<file path="config.mk">
export PLATFORM = sky130hd
export DESIGN_NAME = opb_register_bank_ppc2simulink
export DESIGN_NICKNAME = d
export VERILOG_FILES = /design/src/rtl/opb_register_bank_ppc2simulink.sv
export SDC_FILE = /design/constraint.sdc
export NUM_CORES = 1
export LEC_CHECK = 0
export CORE_MARGIN = 5
export CORE_UTILIZATION = 48
export CTS_CLUSTER_DIAMETER = 80
export DETAILED_ROUTE_END_ITERATION = 10
export PLACE_DENSITY = 0.87
export SLEW_MARGIN = 20
export SYNTH_ARGS = -nofsm -noshare
export SYNTH_HDL_FRONTEND = slang
export SYNTH_SLANG_ARGS = --single-unit
</file>
<file path="constraint.sdc">
create_clock -name OPB_Clk -period 7.1 [get_ports OPB_Clk]
set_input_delay 1.42 -clock OPB_Clk [delete_from_list [all_inputs] [get_ports OPB_Clk]]
set_output_delay 1.42 -clock OPB_Clk [all_outputs]
set_load 0.05 [all_outputs]
</file>
<file path="src/rtl/opb_register_bank_ppc2simulink.sv">
// opb_register_bank_ppc2simulink: OPB bank of shadowed control words with atomic commit; OPB_REGBANK_READBACK_EN enables shadow/commit-counter readback
module opb_register_bank_ppc2simulink #(
  parameter logic [31:0] C_BASEADDR    = 32'h0110C400,
  parameter logic [31:0] C_HIGHADDR    = 32'h0110C4FF,
  parameter int          C_NUM_REGS    = 4,
  parameter logic [31:0] C_INIT        = 32'h00000000,
  parameter bit          C_AUTO_COMMIT = 1'b0
) (
  input  logic                    OPB_Clk,
  input  logic                    OPB_Rst,
  input  logic [0:31]             OPB_ABus,
  input  logic [0:3]              OPB_BE,
  input  logic [0:31]             OPB_DBus,
  input  logic                    OPB_RNW,
  input  logic                    OPB_select,
  input  logic                    OPB_seqAddr,
  output logic [0:31]             Sl_DBus,
  output logic                    Sl_xferAck,
  output logic                    Sl_errAck,
  output logic                    Sl_retry,
  output logic                    Sl_toutSup,
  output logic [32*C_NUM_REGS-1:0] user_data_out,
  output logic                    user_update,
  output logic                    user_dirty
);
  localparam int N = C_NUM_REGS;
  localparam bit HAS_CNT = (N + 1 <= 64);
  typedef enum logic [1:0] {IDLE, ACK, HOLD} state_t;
  state_t      state_q;
  logic [31:0] shadow_q [N];
  logic [31:0] out_q [N];
  logic [31:0] idx_q, data_q, dbus_q, rd, wmask;
  logic [3:0]  be_q;
  logic        rnw_q, ack_q, upd_q, dirty_q;
`ifdef OPB_REGBANK_READBACK_EN
  logic [31:0] cnt_q;
`endif
  wire  [31:0] abus = OPB_ABus;
  wire  [31:0] idx = (abus - C_BASEADDR) >> 2;
  wire         in_range = (abus >= C_BASEADDR) && (abus <= C_HIGHADDR);
  assign wmask = {{8{be_q[3]}}, {8{be_q[2]}}, {8{be_q[1]}}, {8{be_q[0]}}};
  assign Sl_DBus = dbus_q;
  assign Sl_xferAck = ack_q;
  assign Sl_errAck = 1'b0;
  assign Sl_retry = 1'b0;
  assign Sl_toutSup = OPB_seqAddr & 1'b0;
  assign user_update = upd_q;
  assign user_dirty = dirty_q;
  for (genvar i = 0; i < N; i++) begin : g_out
    assign user_data_out[32*i +: 32] = out_q[i];
  end
  // read data for the addressed word, captured when the transfer is accepted
  always_comb begin
    rd = (idx == 32'(N)) ? {30'b0, C_AUTO_COMMIT, dirty_q} : 32'b0;
`ifdef OPB_REGBANK_READBACK_EN
    for (int i = 0; i < N; i++) rd = (idx == 32'(i)) ? shadow_q[i] : rd;
    rd = (HAS_CNT && idx == 32'(N + 1)) ? cnt_q : rd;
`endif
  end
  // handshake FSM; writes, commits and reverts take effect at the edge ending ACK
  always_ff @(posedge OPB_Clk) begin
    if (OPB_Rst) begin
      state_q <= IDLE;
      ack_q <= 1'b0;
      dbus_q <= 32'b0;
      upd_q <= 1'b0;
      dirty_q <= 1'b0;
      idx_q <= 32'b0;
      data_q <= 32'b0;
      be_q <= 4'b0;
      rnw_q <= 1'b1;
`ifdef OPB_REGBANK_READBACK_EN
      cnt_q <= 32'b0;
`endif
      for (int i = 0; i < N; i++) begin
        shadow_q[i] <= C_INIT;
        out_q[i] <= C_INIT;
      end
    end else begin
      ack_q <= 1'b0;
      dbus_q <= 32'b0;
      upd_q <= 1'b0;
      case (state_q)
        IDLE: if (OPB_select && in_range) begin
          state_q <= ACK;
          ack_q <= 1'b1;
          dbus_q <= OPB_RNW ? rd : 32'b0;
          idx_q <= idx;
          rnw_q <= OPB_RNW;
          data_q <= OPB_DBus;
          be_q <= OPB_BE;
        end
        ACK: begin
          state_q <= HOLD;
          if (!rnw_q) begin
            for (int i = 0; i < N; i++) begin
              if (idx_q == 32'(i)) begin
                shadow_q[i] <= (shadow_q[i] & ~wmask) | (data_q & wmask);
                if (C_AUTO_COMMIT) begin
                  out_q[i] <= (shadow_q[i] & ~wmask) | (data_q & wmask);
                  upd_q <= 1'b1;
                end else dirty_q <= 1'b1;
              end
            end
            if (idx_q == 32'(N)) begin
              if (data_q[0]) begin
                if (!C_AUTO_COMMIT) begin
                  for (int i = 0; i < N; i++) out_q[i] <= shadow_q[i];
                  upd_q <= 1'b1;
                  dirty_q <= 1'b0;
`ifdef OPB_REGBANK_READBACK_EN
                  cnt_q <= cnt_q + 32'd1;
`endif
                end
              end else if (data_q[1]) begin
                for (int i = 0; i < N; i++) shadow_q[i] <= out_q[i];
                dirty_q <= 1'b0;
              end
            end
          end
        end
        HOLD: state_q <= OPB_select ? HOLD : IDLE;
        default: state_q <= IDLE;
      endcase
    end
  end
endmodule

</file>
==> run metrics, run 1 <==
vias after detailed routing=10,100; worst vdd ir=between 0.1 and 0.15 mV; post-CTS resize count=0; Setup crit end kind=flop; Clock Pin Slew Worst Setup and Hold Paths=around 0.060 ns; ys flop type=edfxtp_1; Post-CTS Hold Buffers=0; largest net degree at the start of global routing=130; CP Class=in -> reg; die area=33,700 µm²; Worst Path Arrival=between 4 and 5 ns; Antenna diodes=0; post-layout min period=between 3 and 4 ns; final instance area=roughly 18,000 µm²; hpwl dp=23,600 µm; r2r startpoint=idx_q[24]; Mean Syn Cell Area=13.2 µm²; Vias/cell=6.05; Clock Path Buffers=3; vias in the first global route=between 10,000 and 15,000; core box area=slightly below 30,000 µm²; Post-Synthesis Cells=around 1,100; MaxCap Viol Count=0; Residual DRC=0; pwr dens=approximately 250 nW/µm²; IO Pins=roughly 240; Die X=approximately 180 µm; setup bufs post-CTS=0; antenna violations before repair=0; worst endpoint required time=about 7.5 ns; Async S/R FF share, synth=0; register area share after synthesis=0.633; Final setup viols=0; Leak=between 5 and 6 nW; worst min-delay path class=reg -> reg; # clock sinks=about 330; DR iter-0 viols=approximately 1,100; Worst-Margin Slew=approximately 1.1 ns; Clk Latency, worst-skew pair=roughly 0.50 ns; H-tree depth=2; switching power total=0.00107 W; final wirelength=38,900 µm; total gr overflow=0; Post-Syn Area=14,400 µm²; skew final=~0.014 ns; Num CTS Buffers=35; fin. max-slew vios=0; layout cells sized above 1=0.0796; maximum clock frequency=0.255 GHz; Die Y=183 µm; final hold vios=0; cell count of the worst reg-to-reg path=6; Yosys cell types=55; Clock Power Share=0.424; Antenna Nets Post-Route=0; Synth-to-Final Area Change=23.5%; Rows=63; Max Fanout on Critical Path=56; Root Driver=clkbuf_16; Critical Path Start=OPB_ABus[21]; hold path start=idx_q[15]; switching part of the total=0.240; first-pass GRT wire length=roughly 60,000 µm; Tot GR Track Use=0.224; I/O Buffers=approximately 200; Max-slew headroom=0.299; YS warnings=0; sequential power share=0.488; hold path depth=1; EDFF count, synth=~260; CTS tree=done; GP Congestion=about 0.9; status=finished, final reports clean; Initial Utilization=0.486; startpoint types=input port; Pre-antenna DRT Iters=5; Post-Route Setup TNS=0 ns; Synth Register Bits=approximately 330; RSZ-0062 raised after global routing=no; Gate power share=0.088; placed cell areas=16,600 µm²; final period utilization=0.552; Avg WL per Cell=approximately 23 µm; Pint=0.00339 W; nets=between 1,000 and 1,500
[metal layers]
| metal | up-vias | global-route usage | wire length, µm |
|---|---|---|---|
| met3 | 41 | 0.0556 | 4140 |
| met2 | 574 | 0.360 | 18700 |
| met1 | 5069 | 0.310 | 15600 |
| met5 | - | 0 | 0 |
| met4 | 0 | 0.0530 | 533 |
| li1 | 4433 | - | - |
[cells by family (layout without fill, tap and decap cells)]
logic type,after synthesis,count (layout),share of synthesized area
flip-flops,329,329,0.633
AO/OA/AOI/OAI,277,277,0.141
AND/OR/NAND/NOR,248,248,0.103
buffers and inverters,133,289,0.0493
multiplexers,99,99,0.0688
adder cells (fa/ha/maj),3,3,0.00260
XOR/XNOR,3,3,0.00182
other,1,34,0.000260
[worst max-delay path: stages]
cell	delay [ns]
clkdlybuf4s50_1	0.55
inv_1	0.11
ha_1	0.27
or3b_2	0.51
nand2_1	0.18
o21a_4	0.58
nor2_1	0.37
a211oi_1	0.31
[cell usage after synthesis (12+ instances only)]
master / n / area (µm²)
o2bb2ai_1: 89 / 780
a21oi_1: 63 / 315
buf_4: 35 / 263
nand3_1: 51 / 255
dfxtp_1: 73 / 1460
buf_2: 23 / 115
a32o_1: 32 / 320
clkbuf_2: 12 / 60.1
clkbuf_1: 48 / 180
edfxtp_1: 256 / 7690
and2_1: 129 / 807
mux2i_1: 97 / 971
nor2_1: 18 / 67.6
o21ai_0: 58 / 290
[flip-flops by register name (all words and copies together) (netlist names), named ones only]
| signal | count |
|---|---|
| out_q | 128 |
| shadow_q | 96 |
| data_q | 32 |
| idx_q | 30 |
| be_q | 4 |
| state_q | 2 |
| Sl_DBus | 1 |
| Sl_xferAck | 1 |
| rnw_q | 1 |
| user_dirty | 1 |
| user_update | 1 |
[per-stage QoR]
step                      setup WS, ns  hold WS (ns)  utilization  cells  power, W
final                             3.18         0.469        0.600   1672   0.00446
after global routing              2.98         0.494        0.600   1672   0.00458
after CTS                         2.80         0.470        0.599   1671   0.00447
after detailed placement          2.29         0.456        0.559   1608   0.00260
after global placement            2.39         0.447        0.559   1607   0.00260
after floorplan                   2.17         0.441            -   1126   0.00245
[final cells by class]
class / instances / area, µm²
well taps: 390 / 488
fillers: 2223 / 11900
multi-input cells: 664 / 4810
clock buffers: 46 / 1000
clock inverters: 17 / 193
flip-flops and latches: 329 / 9150
inverters: 9 / 33.8
repair buffers: 217 / 2160
[path summary, 6_finish.rpt]
check,end,slack [ns]
worst max-delay path,idx_q[8],3.18
worst min-delay path,idx_q[15],0.47
worst min register to register,idx_q[15],0.47
worst max register to register,shadow_q[0][31],3.76
[cells in the final DEF, fill, tap and decap left out, types with 3 or more instances in the layout]
cell               n
clkbuf_8           4
nor2_1            18
o21ai_0           56
nand3b_1           3
o2bb2ai_2          7
nand2_1            7
dfxtp_1           69
nor4b_1            3
nand3_1           51
buf_4             10
a21oi_1           63
or3_1              3
o21a_1            10
clkbuf_16         37
conb_1            34
a32o_1            32
a211oi_1           4
and2_1           129
ha_1               3
o2bb2ai_1         89
clkinv_2           6
o21ai_4            3
inv_1              9
clkdlybuf4s50_1  202
nor3_4             3
nor4_1             9
dfxtp_2            4
bufinv_16          4
clkinv_1           3
edfxtp_1         256
mux2i_1           97
clkbuf_1           4
nand4_1            5
[power by group through the flow]
stage | sequential (W) | combinational (W) | clock (W)
finish | 0.00217 | 0.000392 | 0.00189
global route | 0.00218 | 0.000406 | 0.00200
CTS | 0.00217 | 0.000393 | 0.00191
detailed placement | 0.00221 | 0.000392 | 0
global placement | 0.00221 | 0.000389 | 0
floorplan | 0.00234 | 0.000111 | 0
(Power assumes the default switching activity.)
==> run 2, diff against run 1 <==
==> constraint.sdc (replaced) <==
create_clock -name OPB_Clk -period 3.55 [get_ports OPB_Clk]
set_input_delay 0.71 -clock OPB_Clk [delete_from_list [all_inputs] [get_ports OPB_Clk]]
set_output_delay 0.71 -clock OPB_Clk [all_outputs]
set_load 0.05 [all_outputs]
==> run 2 against run 1 <==
Count of clock-buffer cells in the layout is 3 higher. Highest routed layer unchanged. Non-clock buffer count up 17. Via count rose by 0.34%. Cell area up 0.32%. Critical endpoint is now shadow_q[1][4]. Routed wire length is 0.49% lower. Largest cell class unchanged. Flip-flop and latch count unchanged. Total power grew 93%. Sequential power up 100%.
==> run metrics, run 2 (synthesized netlist as in run 1, its figures left out) <==
vias in the first global route=10,100 (was 10,200); post-CTS resize count=0 (unchanged); worst endpoint required time=3.75 ns (was 7.50 ns); Synth-to-Final Area Change=23.9% (was 23.5%); r2r startpoint=state_q[1] (was idx_q[24]); Leak=5.83 nW (was 5.79 nW); most frequent cells in the layout=edfxtp_1, clkdlybuf4s50_1, and2_1, mux2i_1, o2bb2ai_1 (unchanged); Buffers & Inverters on Critical Path=1 (was 2); Vias/cell=6.01 (was 6.05); Stages on worst setup path=6 (was 8); Initial Utilization=0.486 (unchanged); Clock Path Buffers=3 (unchanged); status=finished, final reports clean (unchanged); RSZ-0062 raised after global routing=no (unchanged); Root Driver=clkbuf_16 (unchanged); Critical-path top delay cell=o21ai_4 (was o21a_4); Pre-antenna DRT Iters=6 (was 5); # clock sinks=329 (unchanged); RR Endpoint=shadow_q[1][4] (was shadow_q[0][31]); fillers=2,221 (was 2,223); Max-slew headroom=0.291 (was 0.299); worst min-delay path class=reg -> reg (unchanged); maximum clock frequency=roughly 0.3 GHz; Rows=63 (unchanged); Avg WL per Cell=22.9 µm (was 23.3 µm); max reg flops=128 (unchanged); Setup crit end kind=flop (unchanged); top cell family by delay on the critical path=simple AND/OR/NAND/NOR gates (unchanged); skew final=0.0143 ns (was 0.0136 ns); Reg with most FFs=out_q (unchanged); MaxCap Viol Count=0 (unchanged); core box area=29,700 µm² (unchanged); antenna violations before repair=0 (unchanged); Post-CTS Hold Buffers=0 (unchanged); total gr overflow=0 (unchanged); H-tree depth=2 (unchanged); IO Pins=239 (unchanged); Worst Path Arrival=3.56 ns (was 4.32 ns); final hold vios=0 (unchanged); Tot GR Track Use=0.222 (was 0.224); Top Registers=out_q x128, shadow_q x96, data_q x32 (unchanged); Clk Latency, worst-skew pair=0.50 ns (about the same); Antenna diodes=0 (unchanged); startpoint types=flop (was input port); hold path depth=1 (unchanged); vias after detailed routing=10,200 (was 10,100); fin. max-slew vios=0 (unchanged); die area=33,700 µm² (unchanged); nets=1,349 (was 1,332); reg2reg setup slack=0.19 ns (was 3.76 ns); hold slack=0.473 ns (was 0.469 ns); worst vdd ir=0.325 mV (was 0.134 mV); final instance count without filler cells=1,689 (was 1,672); layout cells sized above 1=0.0885 (was 0.0796); Clock Pin Slew Worst Setup and Hold Paths=0.06 ns (about the same); CP cell instances=nor4b_1, nand4_1, nor2_1, nand3b_1, o21ai_4, buf_4 (was clkdlybuf4s50_1, inv_1, ha_1, or3b_2, nand2_1, o21a_4, nor2_1, a211oi_1); slowest stage delay, CP=0.89 ns (was 0.58 ns); Num CTS Buffers=35 (unchanged); placed cell count=1,626 (was 1,608); CTS tree=done (unchanged); pwr dens=481 nW/µm² (was 250 nW/µm²); Antenna Nets Post-Route=0 (unchanged); Final setup viols=0 (unchanged); final wirelength=38,700 µm (was 38,900 µm); Worst Hold End=idx_q[17] (was idx_q[15]); final period utilization=0.946; most common cell after layout, fill and taps aside=edfxtp_1 (unchanged); post-layout min period=3.36 ns; cell count of the worst reg-to-reg path=6 (unchanged); Die Y=183 µm (unchanged); Die X=183 µm (unchanged); DR iter-0 viols=1,257 (was 1,121); GP Congestion=0.870 (was 0.887); largest net degree at the start of global routing=130 (unchanged); Residual DRC=0 (unchanged); CP Class=reg -> reg (was in -> reg); hold path start=idx_q[17] (was idx_q[15]); first-pass GRT wire length=59,400 µm (was 59,700 µm); I/O Buffers=203 (unchanged); setup bufs post-CTS=0 (unchanged); Max Fanout on Critical Path=23 (was 56); Worst-Margin Slew=1.06 ns (was 1.05 ns); hpwl dp=24,500 µm (was 23,600 µm)
[run 2: how the worst max path moves through the flow]
| stage | from | endpoint | slack, ns |
|---|---|---|---|
| after floorplan | state_q[1] | shadow_q[0][0] | -0.53 |
| after global placement | state_q[1] | shadow_q[1][6] | 0.33 |
| after detailed placement | state_q[1] | shadow_q[1][5] | 0.25 |
| after CTS | state_q[1] | shadow_q[1][7] | 0.22 |
| after global routing | state_q[1] | shadow_q[1][7] | 0.06 |
| final | state_q[1] | shadow_q[1][4] | 0.19 |
[run 2: routing by layer]
| metal | track usage | routed length (µm) |
|---|---|---|
| met5 | 0 | 0 |
| met4 | 0.0611 | 870 |
| met3 | 0.0522 | 3750 |
| met2 | 0.364 | 18700 |
| met1 | 0.301 | 15400 |
[run 2: layout make-up]
cell class              count  area, µm²  share of cell area
inverters                   9       33.8             0.00189
clock buffers              49       1010              0.0567
multi-input cells         664       4800               0.268
clock inverters            14       72.6             0.00405
well taps                 390        488              0.0273
flip-flops and latches    329       9150               0.511
repair buffers            234       2330               0.130
[run 2: report_power, final]
part | leakage [nW] | switching, W | internal [W]
clock network | 0.532 | 0.00147 | 0.00200
registers | 3.14 | 0.0000825 | 0.00426
logic | 2.16 | 0.000556 | 0.000235
[run 2: through the flow]
stage	setup WS (ns)	TNS [ns]	utilization	power (W)	area, µm²
floorplan	-0.530	-33.92	-	0.00490	14600
global route	0.0571	0	0.602	0.00883	17900
global placement	0.334	0	0.566	0.00520	16800
CTS	0.223	0	0.602	0.00865	17900
detailed placement	0.245	0	0.566	0.00521	16800
finish	0.191	0	0.602	0.00860	17900
